--- src/rtl/serial_subtractor_using_mux8x1.sv ---
// Bit-serial full subtractor, LSB first, one bit per clock.
// Difference and borrow per bit come from 8:1 muxes of constants.
module serial_subtractor_using_mux8x1 #(
    parameter int WIDTH = 8
) (
    input  logic             clk,
    input  logic             rst,
    input  logic             in_valid,
    output logic             in_ready,
    input  logic [WIDTH-1:0] a,
    input  logic [WIDTH-1:0] b,
    input  logic             bin,
    output logic             out_valid,
    input  logic             out_ready,
    output logic [WIDTH-1:0] diff,
    output logic             bout
);

    localparam int CW = (WIDTH > 2) ? $clog2(WIDTH) : 1;
    localparam logic [CW-1:0] LAST = CW'(WIDTH - 1);

    localparam logic [1:0] S_IDLE = 2'd0;
    localparam logic [1:0] S_RUN  = 2'd1;
    localparam logic [1:0] S_DONE = 2'd2;

    logic [1:0]       r_state;
    logic [WIDTH-1:0] r_a_sr;
    logic [WIDTH-1:0] r_b_sr;
    logic [WIDTH-1:0] r_diff;
    logic             r_bout;
    logic             r_borrow;
    logic [CW-1:0]    r_count;

    logic [2:0]       w_sel;
    logic             w_d;
    logic             w_bo;

    assign w_sel = {r_a_sr[0], r_b_sr[0], r_borrow};

    // Truth tables as constant-input 8:1 muxes: DIFF 8'b1001_0110, BOR 8'b1000_1110
    always_comb begin
        w_d  = 1'b0;
        w_bo = 1'b0;
        unique case (w_sel)
            3'd0: begin w_d = 1'b0; w_bo = 1'b0; end
            3'd1: begin w_d = 1'b1; w_bo = 1'b1; end
            3'd2: begin w_d = 1'b1; w_bo = 1'b1; end
            3'd3: begin w_d = 1'b0; w_bo = 1'b1; end
            3'd4: begin w_d = 1'b1; w_bo = 1'b0; end
            3'd5: begin w_d = 1'b0; w_bo = 1'b0; end
            3'd6: begin w_d = 1'b0; w_bo = 1'b0; end
            3'd7: begin w_d = 1'b1; w_bo = 1'b1; end
            default: begin w_d = 1'b0; w_bo = 1'b0; end
        endcase
    end

    always_ff @(posedge clk or posedge rst) begin
        if (rst) begin
            r_state  <= S_IDLE;
            r_a_sr   <= '0;
            r_b_sr   <= '0;
            r_diff   <= '0;
            r_bout   <= 1'b0;
            r_borrow <= 1'b0;
            r_count  <= '0;
        end else begin
            case (r_state)
                S_IDLE: begin
                    if (in_valid) begin
                        r_a_sr   <= a;
                        r_b_sr   <= b;
                        r_borrow <= bin;
                        r_count  <= '0;
                        r_state  <= S_RUN;
                    end
                end
                S_RUN: begin
                    r_diff   <= {w_d, r_diff[WIDTH-1:1]};
                    r_a_sr   <= {1'b0, r_a_sr[WIDTH-1:1]};
                    r_b_sr   <= {1'b0, r_b_sr[WIDTH-1:1]};
                    r_borrow <= w_bo;
                    r_count  <= r_count + 1'b1;
                    if (r_count == LAST) begin
                        r_bout  <= w_bo;
                        r_state <= S_DONE;
                    end
                end
                S_DONE: begin
                    if (out_ready) begin
                        r_state <= S_IDLE;
                    end
                end
                default: r_state <= S_IDLE;
            endcase
        end
    end

    assign in_ready  = (r_state == S_IDLE);
    assign out_valid = (r_state == S_DONE);
    assign diff      = r_diff;
    assign bout      = r_bout;

endmodule

--- config.mk ---
export PLATFORM = sky130hd
export DESIGN_NAME = serial_subtractor_using_mux8x1
export DESIGN_NICKNAME = d
export VERILOG_FILES = /design/src/rtl/serial_subtractor_using_mux8x1.sv
export SDC_FILE = /design/constraint.sdc
export NUM_CORES = 1
export LEC_CHECK = 0
export CAP_MARGIN = 20
export CORE_MARGIN = 4
export CORE_UTILIZATION = 45
export DETAILED_ROUTE_END_ITERATION = 8
export PLACE_DENSITY = 0.75
export RECOVER_POWER = 100
export SLEW_MARGIN = 30
export SYNTH_ARGS = -nofsm -noshare
export SYNTH_HDL_FRONTEND = slang
export SYNTH_SLANG_ARGS = --single-unit
--- constraint.sdc ---
create_clock -name clk -period 1.2 [get_ports clk]
set_clock_uncertainty 0.1 [all_clocks]
set_input_delay 0.36 -clock clk [delete_from_list [all_inputs] [get_ports clk]]
set_output_delay 0.36 -clock clk [all_outputs]
set_load 0.02 [all_outputs]
==> results of run 1 <==
==> final cells by class <==
class                   instances  area [um2]
inverters                       6       22.52
fillers                       241       868.3
well taps                      44       55.05
multi-input cells              93       768.2
clock inverters                 1       5.005
flip-flops and latches         31       778.2
repair buffers                 60       610.6
clock buffers                   7       45.04
==> cell families after synthesis <==
logic type | Yosys count
buf+inv | 15
flops | 31
mux | 10
compound gates | 43
simple gates | 34
xor+xnor | 1
fa+ha+maj | 4
==> layer usage <==
metal / global-route usage / up-vias / part of all wire / wire length [um]
li1: - / 604 / - / -
met1: 0.2208 / 607 / 0.42 / 1608
met2: 0.3280 / 36 / 0.53 / 2069
met3: 0.05565 / 4 / 0.043 / 168
met4: 0.04569 / 0 / 0.0065 / 25
met5: 0 / - / 0 / 0
==> cells in the mapped netlist, drive strengths merged, types with 2 or more instances <==
cell type,n
o21ai,17
dfrtp,31
nand2,13
and2b,8
ha,4
nor2b,2
mux2,8
mux2i,2
buf,9
a22o,2
a21oi,16
nor2,2
and3b,8
a22oi,6
inv,6
==> timing repair <==
item,in CTS,in global routing
pin swaps,11,6
buffers inserted,5,5
gates cloned,3,0
endpoints found under the setup margin,42,42
hold buffers,0,0
gates resized for setup,92,5
==> tightest hold or removal path: stages (launching register included) <==
cell	delay, ps
dfrtp_1	350
nand2_1	70
o21ai_2	60
==> power breakdown <==
part | internal, uW | switching [uW]
combinational | 1720 | 1280
clock | 228 | 348
sequential | 1490 | 355
total | 3440 | 1990
==> worst paths after layout <==
kind / startpoint / endpoint
worst min register to register: r_b_sr[4] / r_b_sr[4]
worst max register to register: r_state[1] / r_borrow
worst min-delay path: r_b_sr[4] / r_b_sr[4]
min in group asynchronous: rst / diff[5]
worst max-delay path: r_state[0] / out_valid
max in group asynchronous: rst / r_b_sr[5]
==> placed cells by master, fill, tap and decap left out, types with 5 or more instances in the layout <==
cell / count
a21oi_1: 12
clkbuf_4: 6
o21ai_1: 7
mux2_2: 8
buf_4: 20
nand2_2: 9
dfrtp_1: 29
and3b_1: 8
o21ai_2: 9
and2b_1: 6
buf_6: 16
inv_1: 5
clkdlybuf4s50_1: 19
==> state kept, by name, summed over array words and instances (netlist names) <==
signal / flops
r_state: 2
r_borrow: 1
bout: 1
r_b_sr: 8
r_a_sr: 8
r_count: 3
diff: 8
==> through the flow <==
stage          instance area (um2)  cells
6_report                      2285    242
5_1_grt                       2285    242
4_1_cts                       2272    238
3_5_place_dp                  2012    222
3_3_place_gp                  2012    222
2_1_floorplan                 1574    138
==> results.md, run 1 <==
- Antenna Cells: 0
- Final Hold Fails: 0
- Xor-xnor portion of the synthesized cell area: 0.005677
- Die Wd: 66.55 um
- Share of post-route cells with drive strength above 1: 0.4646
- Initial Util: 0.4893
- Power consumption: 5429 uW
- Hold_ws: 403.2 ps
- CTS max path bufs: 2
- Die H: 66.55 um
- Worst slew margin: 0.7131
- Fin util: 0.7246
- Grt total ovfl: 0
- Crit end category: output pin
- Full die area: 4429 um2
- Fmax: 0.6448 GHz
- Fraction of the mapped netlist area in simple logic gates: 0.1363
- CP cell instances: nand2b_4, inv_2, buf_6
- Vias per cell: 5.169
- Port Buffer Count: 31
- Static Leakage: 0.001093 uW
- Largest family of logic cells by synthesized area: compound AO/OA/AOI/OAI gates
- Final worst setup slack: -350.8 ps
- Router iterations before antenna repair: 4
- Status: finished, violations left
- Max Cap Violations: 0
- Clock transition at path regs: 110 ps
- Area contributors post-synth: dfrtp_1 50%, mux2_2 5.8%, a21oi_1 5.2%, and3b_1 4.5%, o21ai_2 4.5%
- Initial antenna violation count: 0
- DR WL/cell: 16.00 um
- Worst vdd ir: 0.0009262 V
- Synth warn: 0
- Area of the core: 3153 um2
- GR Util All Layers: 0.1864
- Mux cell area share after synthesis: 0.07137
- Max incr delay on CP: 450 ps
- Setup TNS: -9559 ps
- Final Max Slew Viols: 0
- Buf/Inv on CP: 2
- Violated checks: setup timing
- Synth Area in Compound Gates: 0.1922
- Total CTS buffers: 5
- CP max-delay cell: dfrtp_2
- Ys async rst share: 1.000
- WP depth: 3
- Critical Path Start Type: register
- CTS tree: done
- Placer Congestion: 0.7820
- # setup viols final: 42
- Synth Register Bits: 31
- # H-tree levels: 2
- Area share of fa/ha/maj cells after synthesis: 0.03244
- R2R cell count: 4
- CP max FO: 3
- Final Cycle Share: 1.292
- Via total after detailed routing: 1251
- Synth top area share: 0.5028
- Synth-to-layout area growth: 48.09%
- Largest net degree at the start of global routing: 32
- Mean Syn Cell Area: 11.18 um2
- Io pins: 32
- Hold Path Depth: 2
- CTS Sinks: 31
- Final Net Count: 222
- Sequential area share after synthesis: 0.5028
- DR DRC count: 0
- Final WL: 3.871 mm
- Syn Inst Count: 138
- PwrDens: 2376 nW/um2
- CP required: 740 ps
- CP Class: reg -> out
- First-pass GRT wire length: 6.216 mm
- Largest area contributor in the netlist: dfrtp_1
- Delay-heaviest family, CP: flip-flops
- Post-synth EDFFs: 0
- Commonest register cell after synthesis: dfrtp_1
- Synth Net Count: 163
- Hpwl dp: 2.362 mm
- Mapped cell area: 1543 um2
- Vias in the first global route: 1316
- Root buf cell: clkbuf_4
- Critical path arrival: 1090 ps
- Unrepaired setup endpoints after global routing: yes
- Flop2flop setup slack: -330 ps
- Hold Crit Class: reg -> reg
- Post-synth cell types: 25
- Clk_lat worst skew: 330 ps
- Final Critical Period: 1551 ps
- Post-DRT Antenna Nets: 0
- Dpl ws: -464.6 ps
- Initial DRC Count: 50
- Row count: 20
- Worst-Margin Slew: 430.3 ps
No activity file was read; power rests on OpenSTA's default activity.
==> inputs of run 2 (changes only) <==
--- a/config.mk
+++ b/config.mk
@@ -11,7 +11,7 @@
 export DETAILED_ROUTE_END_ITERATION = 8
 export PLACE_DENSITY = 0.75
 export RECOVER_POWER = 100
-export SLEW_MARGIN = 30
+export SLEW_MARGIN = 25
 export SYNTH_ARGS = -nofsm -noshare
 export SYNTH_HDL_FRONTEND = slang
 export SYNTH_SLANG_ARGS = --single-unit
==> results of run 2 <==
Final layout, timing and power as in run 1 (identical DEF).
==> inputs of run 3 (changes only) <==
--- a/config.mk
+++ b/config.mk
@@ -6,11 +6,14 @@
 export NUM_CORES = 1
 export LEC_CHECK = 0
 export CAP_MARGIN = 20
+export CELL_PAD_IN_SITES_DETAIL_PLACEMENT = 0
+export CELL_PAD_IN_SITES_GLOBAL_PLACEMENT = 1
 export CORE_MARGIN = 4
-export CORE_UTILIZATION = 45
+export CORE_UTILIZATION = 35
 export DETAILED_ROUTE_END_ITERATION = 8
 export PLACE_DENSITY = 0.75
 export RECOVER_POWER = 100
+export SKIP_CTS_REPAIR_TIMING = 1
 export SLEW_MARGIN = 25
 export SYNTH_ARGS = -nofsm -noshare
 export SYNTH_HDL_FRONTEND = slang
==> results.md, run 3 (synthesized netlist as in run 1, its figures left out) <==
- Status: finished, violations left
- Violated checks: setup timing
- Router iterations before antenna repair: 4
- Share of post-route cells with drive strength above 1: 0.3579
- CP Class: reg -> out
- Grt total ovfl: 0
- Commonest non-fill, non-tap cell in the layout: dfrtp_1
- Buf/Inv on CP: 2
- Final Hold Fails: 0
- Die Wd: 74.39 um
- Worst slew margin: 0.7157
- Vias in the first global route: 1228
- CP cell instances: nand2b_4, inv_2, buf_6
- Unrepaired setup endpoints after global routing: yes
- CP max-delay cell: dfrtp_2
- Worst vdd ir: 0.0007099 V
- Largest net degree at the start of global routing: 32
- Initial antenna violation count: 0
- CTS tree: done
- Initial DRC Count: 22
- Placer Congestion: 0.7921
- Hold_ws: 376.2 ps
- Io pins: 32
- Total CTS buffers: 5
- R2R cell count: 3
- # H-tree levels: 2
- Critical Path Start Type: register
- Hold Path Depth: 2
- DR WL/cell: 13.35 um
- Root buf cell: clkbuf_8
- Dpl ws: -474.1 ps
- Hold Crit Class: reg -> reg
- Area of the core: 4144 um2
- Antenna Cells: 0
- CP required: 740 ps
- Delay-heaviest family, CP: flip-flops
- Via total after detailed routing: 1162
- Hpwl dp: 2.359 mm
- CTS Sinks: 31
- Synth-to-layout area growth: 40.47%
- Final Cycle Share: 1.227
- Setup TNS: -6426 ps
- Most frequent cells in the layout: 29 x dfrtp_1, 19 x clkdlybuf4s50_1, 18 x buf_4, 16 x a21oi_1
- Crit end category: output pin
- # setup viols final: 42
- Initial Util: 0.3723
- Placed cell area: 2027 um2
- Final worst setup slack: -272.3 ps
- Hold Startpoint: r_b_sr[4]
- Final WL: 3.205 mm
- Static Leakage: 0.001033 uW
- Post-DRT Antenna Nets: 0
- Final Critical Period: 1472 ps
- Final Max Slew Viols: 0
- Final Net Count: 214
- CP max FO: 4
- Die H: 74.39 um
- Hold Path Sink: r_b_sr[4]
- Flop2flop setup slack: -230 ps
- CTS max path bufs: 2
- Fin area: 2167 um2
- GR Util All Layers: 0.1277
- Row count: 23
- Vias per cell: 4.842
- Clk_lat worst skew: 270 ps
- First-pass GRT wire length: 5.361 mm
- Full die area: 5534 um2
- Max Cap Violations: 0
- Reg2reg start: r_state[1]
- PwrDens: 2394 nW/um2
- Reg2reg end: diff[1]
- Critical path arrival: 1010 ps
- Clock transition at path regs: 60 ps
- Fmax: 0.6792 GHz
- Worst-Margin Slew: 426.4 ps
- Port Buffer Count: 31
- Max incr delay on CP: 440 ps
- DR DRC count: 0
- Power consumption: 5188 uW
run 3: changes by cell type in the layout (fill, tap and decap cells not counted), moves of 3 or more:
cell / before / now
nand2_2: 9 / 0
a21oi_2: 4 / 0
clkbuf_8: 0 / 7
a21oi_1: 12 / 16
buf_6: 16 / 13
clkbuf_4: 6 / 1
nand2_1: 4 / 13
run 3: power breakdown:
group	internal [uW]	switching (uW)	total (uW)	leakage, uW
Sequential	1490	303	1800	0.000384
Combinational	1420	1100	2520	0.000597
Clock	522	346	869	0.0000515
Total	3440	1750	5190	0.00103
run 3: worst min-delay path, cell delays in order (launching register included):
cell and delay (ps):
dfrtp_1 340, nand2_1 60, o21ai_2 50
run 3: routing by layer:
layer	GRT usage	routed length, um	part of all wire
met1	0.1486	1415	0.44
met4	0.04150	13	0.0041
met3	0.04595	141	0.044
met5	0	0	0
met2	0.2185	1634	0.51
run 3: layout make-up:
cell class                 instances  area [um2]
fill                             390        1977
tap                               50       62.56
timing repair buffer              52       489.2
inverter                           6       22.52
sequential                        31       778.2
multi-input combinational         93       714.4
clock buffer                       8       100.1
run 3: how the worst max path moves through the flow:
stage,slack (ps),to,start,depth (start not counted)
after CTS,-780,out_valid,r_state[0],3
after detailed placement,-470,out_valid,r_state[0],3
after global routing,-320,out_valid,r_state[0],3
after global placement,-460,out_valid,r_state[0],3
after floorplan,-20,r_count[0],r_state[0],4
final,-270,out_valid,r_state[0],3
run 3: through the flow:
step | util | cells
floorplan | - | 138
global placement | 0.4891 | 229
detailed placement | 0.4891 | 229
CTS | 0.5133 | 237
global route | 0.5229 | 240
finish | 0.5229 | 240
